`src/rtl/kernel_dispatcher.sv`:
```
// kernel_dispatcher: round-robin arbiter that shares one start/done kernel among NREQ requesters.
// Latency: accept -> kernel start pulse next cycle; kernel done -> response valid next cycle.
// Backpressure: req_ready only in IDLE; the response is held until the granted requester's rsp_ready.
// Optional kernel watchdog enabled by defining KDISP_TIMEOUT_EN.
module kernel_dispatcher #(
   parameter int NREQ    = 4,
   parameter int W       = 64,
   parameter int TIMEOUT = 1024
) (
   input  logic              clk,
   input  logic              rst,
   input  logic [NREQ-1:0]   req_valid,
   output logic [NREQ-1:0]   req_ready,
   input  logic [NREQ*W-1:0] req_n,
   input  logic [NREQ*W-1:0] req_a,
   input  logic [NREQ*W-1:0] req_b,
   output logic [NREQ-1:0]   rsp_valid,
   input  logic [NREQ-1:0]   rsp_ready,
   output logic [W-1:0]      rsp_data,
   output logic              rsp_err,
   output logic              k_r_enable,
   output logic [W-1:0]      k_init_n,
   output logic [W-1:0]      k_init_a,
   output logic [W-1:0]      k_init_b,
   input  logic              k_w_enable,
   input  logic [W-1:0]      k_result,
   output logic              busy
);

   localparam int PW = $clog2(NREQ);

   typedef enum logic [1:0] {ST_IDLE, ST_LAUNCH, ST_WAIT, ST_RESP} state_t;

   state_t          r_state;
   logic [PW-1:0]   r_ptr;
   logic [PW-1:0]   r_gnt;
   logic [NREQ-1:0] r_rsp_vld;
   logic            r_kstart;
   logic [W-1:0]    r_init_n;
   logic [W-1:0]    r_init_a;
   logic [W-1:0]    r_init_b;
   logic [W-1:0]    r_rsp_data;

   logic [PW-1:0]   w_gnt;
   logic [PW-1:0]   w_idx;
   logic            w_gnt_vld;
   logic [NREQ-1:0] w_req_rdy;
   logic [NREQ-1:0] w_rsp_oh;
   logic [W-1:0]    w_n [NREQ];
   logic [W-1:0]    w_a [NREQ];
   logic [W-1:0]    w_b [NREQ];

`ifdef KDISP_TIMEOUT_EN
   localparam int CW = $clog2(TIMEOUT) + 1;
   logic [CW-1:0]   r_wcnt;
   logic            r_rsp_err;
`else
   logic            w_unused_timeout;
   // The watchdog limit has no meaning without the watchdog.
   assign w_unused_timeout = ^TIMEOUT;
`endif

   // Split the packed operand buses into per-requester words.
   for (genvar i = 0; i < NREQ; i++) begin : g_unpack
      assign w_n[i] = req_n[i*W +: W];
      assign w_a[i] = req_a[i*W +: W];
      assign w_b[i] = req_b[i*W +: W];
   end

   // Round-robin search starting at r_ptr; walk backwards so the nearest requester wins.
   always_comb begin
      w_gnt_vld = 1'b0;
      w_gnt     = '0;
      w_idx     = '0;
      for (int k = NREQ - 1; k >= 0; k--) begin
         w_idx = PW'((int'(r_ptr) + k) % NREQ);
         if (req_valid[w_idx]) begin
            w_gnt_vld = 1'b1;
            w_gnt     = w_idx;
         end
      end
   end

   // Accept only in IDLE; one-hot on the winning requester.
   always_comb begin
      w_req_rdy = '0;
      if (r_state == ST_IDLE && w_gnt_vld) begin
         w_req_rdy[w_gnt] = 1'b1;
      end
   end

   // One-hot of the latched grant, used to steer the response.
   always_comb begin
      w_rsp_oh        = '0;
      w_rsp_oh[r_gnt] = 1'b1;
   end

   // Job FSM: accept, pulse kernel start, wait for done (or watchdog), hold response.
   always_ff @(posedge clk or posedge rst) begin
      if (rst) begin
         r_state    <= ST_IDLE;
         r_ptr      <= '0;
         r_gnt      <= '0;
         r_rsp_vld  <= '0;
         r_kstart   <= 1'b0;
         r_init_n   <= '0;
         r_init_a   <= '0;
         r_init_b   <= '0;
         r_rsp_data <= '0;
`ifdef KDISP_TIMEOUT_EN
         r_wcnt     <= '0;
         r_rsp_err  <= 1'b0;
`endif
      end else begin
         case (r_state)
            ST_IDLE: begin
               if (w_gnt_vld) begin
                  r_gnt    <= w_gnt;
                  r_init_n <= w_n[w_gnt];
                  r_init_a <= w_a[w_gnt];
                  r_init_b <= w_b[w_gnt];
                  r_kstart <= 1'b1;
                  r_state  <= ST_LAUNCH;
               end
            end
            ST_LAUNCH: begin
               // k_w_enable may still be high from the previous job, so it is not looked at here.
               r_kstart <= 1'b0;
`ifdef KDISP_TIMEOUT_EN
               r_wcnt   <= '0;
`endif
               r_state  <= ST_WAIT;
            end
            ST_WAIT: begin
               if (k_w_enable) begin
                  r_rsp_data <= k_result;
                  r_rsp_vld  <= w_rsp_oh;
`ifdef KDISP_TIMEOUT_EN
                  r_rsp_err  <= 1'b0;
`endif
                  r_state    <= ST_RESP;
               end
`ifdef KDISP_TIMEOUT_EN
               else if (r_wcnt == CW'(TIMEOUT - 1)) begin
                  r_rsp_data <= '0;
                  r_rsp_vld  <= w_rsp_oh;
                  r_rsp_err  <= 1'b1;
                  r_state    <= ST_RESP;
               end else begin
                  r_wcnt <= r_wcnt + CW'(1);
               end
`endif
            end
            ST_RESP: begin
               if (rsp_ready[r_gnt]) begin
                  r_rsp_vld <= '0;
                  r_ptr     <= (r_gnt == PW'(NREQ - 1)) ? '0 : r_gnt + PW'(1);
                  r_state   <= ST_IDLE;
               end
            end
            default: r_state <= ST_IDLE;
         endcase
      end
   end

   assign req_ready  = w_req_rdy;
   assign rsp_valid  = r_rsp_vld;
   assign rsp_data   = r_rsp_data;
   assign k_r_enable = r_kstart;
   assign k_init_n   = r_init_n;
   assign k_init_a   = r_init_a;
   assign k_init_b   = r_init_b;
   assign busy       = (r_state != ST_IDLE);
`ifdef KDISP_TIMEOUT_EN
   assign rsp_err    = r_rsp_err;
`else
   assign rsp_err    = 1'b0;
`endif

endmodule
```
`config.mk`:
```
export PLATFORM = sky130hd
export DESIGN_NAME = kernel_dispatcher
export DESIGN_NICKNAME = d
export VERILOG_FILES = /design/src/rtl/kernel_dispatcher.sv
export SDC_FILE = /design/constraint.sdc
export NUM_CORES = 1
export LEC_CHECK = 0
export CORE_AREA = 2 2 435 437
export DETAILED_ROUTE_END_ITERATION = 8
export DIE_AREA = 0 0 437 439
export PLACE_DENSITY = 0.3
export SLEW_MARGIN = 40
export SYNTH_ARGS = -nofsm -noshare
export SYNTH_HDL_FRONTEND = slang
export SYNTH_SLANG_ARGS = --single-unit
```
`constraint.sdc`:
```
create_clock -name clk -period 21.3 [get_ports clk]
set_input_delay 5.325 -clock clk [delete_from_list [all_inputs] [get_ports clk]]
set_output_delay 5.325 -clock clk [all_outputs]
set_load 0.05 [all_outputs]
```
---- Word-level counts from Yosys, hierarchy flattened ----
Cells that the tools add are included.
storage, ports and cells
  flip-flop bits (word level) ............. 267
  logic and storage cells ................. 85
  input port bits ......................... 843
  output and inout port bits .............. 267
operators by class
  add/sub/neg operators ................... 4
  reductions and logical operators ........ 13
  multiplexer cells ....................... 42
  bitwise gates (word level) .............. 1
  equality and inequality tests ........... 7
  $lt $le $gt $ge ......................... 9
operators with widths
  cell                                                               count
  binary-select mux 64 bit (select 2 bit)                            3
  two-way mux 64 bit                                                 6
  less-than comparator 2 x 3 -> 1 bit, second input constant         6
  two-way mux 2 bit                                                  8
  two-way mux 1 bit                                                  12
  two-way mux 4 bit                                                  3
  binary-select mux 1 bit (select 2 bit)                             5
  one-hot mux 2 bit (4 select lines)                                 1
  one-hot mux 4 bit (2 select lines)                                 1
  AND reduction 2 bit                                                4
  equality test 2 bit, second input constant                         3
  inequality test 2 bit, second input constant                       3
  AND reduction 3 bit                                                2
  nonzero test 2 bit                                                 3
  adder 2 x 1 -> 2 bit, second input constant                        2
  adder 2 bit, second input constant                                 2
  demux 1 bit (select 2 bit)                                         2
  greater-or-equal comparator 2 x 1 -> 1 bit, second input constant  2
  greater-or-equal comparator 3 bit, second input constant           1
  logical AND 1 bit                                                  3
  inverter 2 -> 3 bit                                                1
  equality test 2 x 1 -> 1 bit, second input constant                1
  zero test 2 bit                                                    1
  one-hot mux 1 bit (2 select lines)                                 1

---- Logic depth before layout (Yosys ltp) ----
  depth after elaboration ................. 12
  mapped depth ............................ 9
  mapped depth without buffers ............ 6

---- Least setup slack after synthesis ----
No wires, ideal clock.
  path kind ............................... input-to-output
  start point ............................. input port req_valid[0]
  end point ............................... output port req_ready[1]
  arrival ................................. 6.856 ns
  path slack .............................. 9.119 ns
  cell stages on the path ................. 7
  path buffers ............................ 3
  data required time ...................... 15.975 ns
  cells stage by stage .................... nor2b_2 -> a21oi_1 -> o221ai_1 -> buf_2 -> buf_4 -> buf_2 -> nor2_1
on the way
  word-level cells in the longest chain between the ends .. 11
  elaborated cells on any way between the ends .. 23
  classes of those cells .................. order compare (2); mux (19); reduce/logical (2)
ends and longest elaborated chain
  item                                                                                                                     RTL line  text
  start: declaration                                                                                                       12        input logic [NREQ-1:0] req_valid,
  binary-select mux 1 bit (select 2 bit)                                                                                   77        if (req_valid[w_idx]) begin
  two-way mux 1 bit (implied by the code)                                                                                  77
  two-way mux 2 bit (4 in a row)                                                                                           77
  less-than comparator 2 x 3 -> 1 bit (implied by the code) or greater-or-equal comparator 2 x 1 -> 1 bit (tied branches)  88        w_req_rdy[w_gnt] = 1'b1;
  logical AND 1 bit (implied by the code)                                                                                  88
  two-way mux 1 bit (implied by the code)                                                                                  88
  demux 1 bit (select 2 bit)                                                                                               88
  two-way mux 4 bit (*)                                                                                                    87        if (r_state == ST_IDLE && w_gnt_vld) begin
  end: declaration                                                                                                         13        output logic [NREQ-1:0] req_ready,
Mark *: on every way between the ends. The rest lies on a longest branch, timed or not. The select of a mux whose other input is x is not followed.

---- Final worst setup path ----
  start point ............................. input port req_valid[0]
  end point ............................... output port req_ready[0]
The elaborated chain is that of the path after synthesis.

==> flow_summary_export.csv <==
group,metric,value,unit
drt,wl_per_cell,28.2,um
power,p_clk_share,18.1,%
setup_path,end_kind,"output port",
yosys,ys_ff_latch,267,
drt,via_per_inst,3.28,
grt,grt_pass1_wl,167000,um
yosys,yosys.area_share.simple,1.36,%
yosys,synth_most_common_cell,"dfrtp_1",
setup_path,worst_path_most_repeated_cell,"clkdlybuf4s50_1",
cts,cts_root_buf,"clkbuf_16",
floorplanning,coreArea,187000,sq um
setup_path,cp_slowest_stage_delay,0.88,ns
sta,fin_ws,7.70,ns
sta,finalSetupViolCount,0,
yosys,synth_largest_area_cell,"dfrtp_1",
yosys,muxShareOfSynthArea,20.3,%
drt,num_vias,15400,
yosys,syn-num-nets,1947,
grt,overflow,0,
yosys,synth_cell_types,33,
sta,fin_setup_tns,0,ns
layout,fin_area,28700,sq um
grt,antenna_found_initial,72,
setup_path,worstPathMaxFanout,28,
sta,clock_skew,0.0189,ns
yosys,synthAdderAreaFrac,0.757,%
power,p_leak,10.8,nW
cts,clk_latency,0.63,ns
drt,drt_first_pass_iters,9,
grt,grt_max_degree,92,
power,intPower,2.17,mW
layout,drive_above_1_share,8.34,%
sta,tightest_slew,0.966,ns
sta,period_needed,13.60,ns
yosys,synth_top_family_by_area,"compound AO/OA/AOI/OAI gates",
sta,max_slew_margin,33.8,%
sta,finalCritPeriodShare,63.9,%
layout,final_util,15.4,%
yosys,ys_seq_area_share,50.5,%
placement,dpl.cell_count,4611,
power,ir_worst_vdd,0.0000630,V
yosys,postSynthAreaPerCell,12.1,sq um
yosys,yosysTopAreaCellShare,50.5,%
yosys,ys_warn_count,0,
sta,hold_slack,0.486,ns
setup_path,rrSetupSlack,16.78,ns
floorplanning,std_cell_rows,159,
yosys,synthArstFlopShare,100,%
layout,fin_cells,4697,
placement,place_hpwl,107000,um
yosys,netlist_area,13200,sq um
cts,cts-buffers-inserted,44,
yosys,synth_xor_area_share,0,%
yosys,yosys_most_used_dff,"dfrtp_1",
sta,fmax,0.0735,GHz
power,netSwitchingFraction,50.5,%
sta,hold_violations,0,
run,cap_violations,0,
power,power,4.40,mW
floorplanning,start_util,7.07,%
setup_path,critPathKind,"input port to output port",
cts,cts_buffer_depth,3,
setup_path,path_cells,"clkdlybuf4s50_1 > nor2b_2 > a21oi_1 > o221ai_4 > buf_4 > and3_1 > clkdlybuf4s50_1",
grt,grt_pass1_vias,15900,
cts,cts_hold_buffers,0,
min_path,hp-class,"register to register",
floorplanning,die_area,192000,sq um
yosys,synth_edf_count,0,
cts,htreeDepth,2,
cts,cts_sinks,267,
power,pwr-share-comb,59.7,%
cts,clk_pin_slew_worst_paths,0.05,ns
cts,cts_setup_buffers,0,
setup_path,critPathRequiredTime,15.98,ns
power,seq_power_share,22.1,%
grt,grt_use_total,13.1,%
drt,ant_nets,0,
power,netSwitchingPower,2.22,mW
yosys,synthTopCellsByArea,"dfrtp_1 (51%), a222oi_1 (15%), mux2i_1 (15%), mux2_2 (5.6%), o21ai_0 (5.1%)",
outcome,status,"finished clean",
drt,drc,0,
yosys,synth_top_cells_by_count,"dfrtp_1 (267), a222oi_1 (192), mux2i_1 (192)",
power,p_per_area,153,nW/um^2
placement,gp_congestion,0.802,
layout,area_growth,117,%
drt,drt_iter0_drc,1745,
drt,routed_wirelength,133000,um
floorplanning,die_w,437,um
placement,post-place-ws,7.69,ns
sta,maxSlewViolCount,0,
cts,cts.repair.resized,0,
placement,placed_area,27200,sq um
sta,rsz0062_at_grt,"false",
floorplanning,io_pins,1110,
layout,fin_nets,3013,
setup_path,cp_data_arrival_time,8.28,ns
cts,tritoncts,"yes",
yosys,synth_compound_area_share,22.9,%
setup_path,slowest_stage,"clkdlybuf4s50_1",
floorplanning,fp.dieH,439,um
placement,portBuffers,1108,
setup_path,worst_setup_path_start_kind,"input port",
yosys,syn_inst,1096,
-- flip-flops by register name (all words and copies together), names as in the netlist --
signal and cells:
k_init_b 64, r_ptr 2, k_init_a 64, rsp_valid 4, r_state 2, k_r_enable 1
rsp_data 64, k_init_n 64, r_gnt 2
-- placed cells by master, fill, tap and decap left out, types with 6 or more instances in the layout --
| cell type | count |
|---|---|
| clkdlybuf4s50_1 | 1099 |
| diode_2 | 9 |
| dfrtp_1 | 267 |
| ha_1 | 8 |
| o21ai_1 | 64 |
| mux2_2 | 66 |
| nand2b_1 | 8 |
| mux2i_1 | 190 |
| nand2_1 | 9 |
| clkbuf_8 | 12 |
| inv_1 | 7 |
| nor2_1 | 6 |
| clkbuf_16 | 46 |
| o21ai_0 | 136 |
| buf_2 | 9 |
| buf_6 | 6 |
| a222oi_1 | 192 |
| clkbuf_1 | 9 |
| buf_4 | 18 |
-- cell families (layout without fill, tap and decap cells) --
logic type                 after synthesis  count (layout)
and+or+nand+nor                         34              34
adders and majority gates                8               8
buffers and inverters                  123            1220
other                                    1              10
DFF                                    267             267
muxes                                  259             259
AOI/OAI and AO/OA                      404             404
-- routing by layer --
metal | global-route usage (%) | routed length [um] | share of wire, %
met1 | 16.4 | 55300 | 42
met2 | 22.4 | 65000 | 49
met3 | 3.87 | 9780 | 7.4
met4 | 2.16 | 2130 | 1.6
met5 | 0 | 269 | 0.20
-- power by group through the flow --
stage / combinational [mW] / sequential [mW] / clock (mW)
after CTS: 2.69 / 0.972 / 0.838
after detailed placement: 2.68 / 0.976 / 0
after floorplan: 0.711 / 1.74 / 0
after global routing: 2.76 / 1.00 / 0.851
final: 2.63 / 0.973 / 0.798
after global placement: 2.69 / 0.979 / 0
-- worst max-delay path, delay by kind of cell --
family / cells / cell delay, ns
AND/OR/NAND/NOR: 2 / 0.65
AO/OA/AOI/OAI: 2 / 0.28
buffers and inverters: 3 / 1.99
-- cell type report --
type / instances / area, sq um
fillers: 21000 / 158000
repair buffers: 1135 / 11300
flip-flops and latches: 267 / 6680
multi-input cells: 706 / 6050
well taps: 2495 / 3120
clock buffers: 67 / 1350
clock inverters: 10 / 165
inverters: 8 / 37.5
diodes: 9 / 22.5
-- worst paths after layout --
check                                                end                      from  cells after the start
worst max register to register  k_init_a[29]$_DFFE_PP0P_      r_ptr[1]$_DFFE_PP0P_                      8
worst min-delay path            rsp_valid[0]$_DFFE_PP0P_  rsp_valid[0]$_DFFE_PP0P_                      2
worst max-delay path                        req_ready[0]              req_valid[0]                      7
min in group asynchronous       k_init_a[48]$_DFFE_PP0P_                       rst                      2
max in group asynchronous       k_init_b[21]$_DFFE_PP0P_                       rst                      4
worst min register to register  rsp_valid[0]$_DFFE_PP0P_  rsp_valid[0]$_DFFE_PP0P_                      2
No activity file was read; power rests on OpenSTA's default activity.
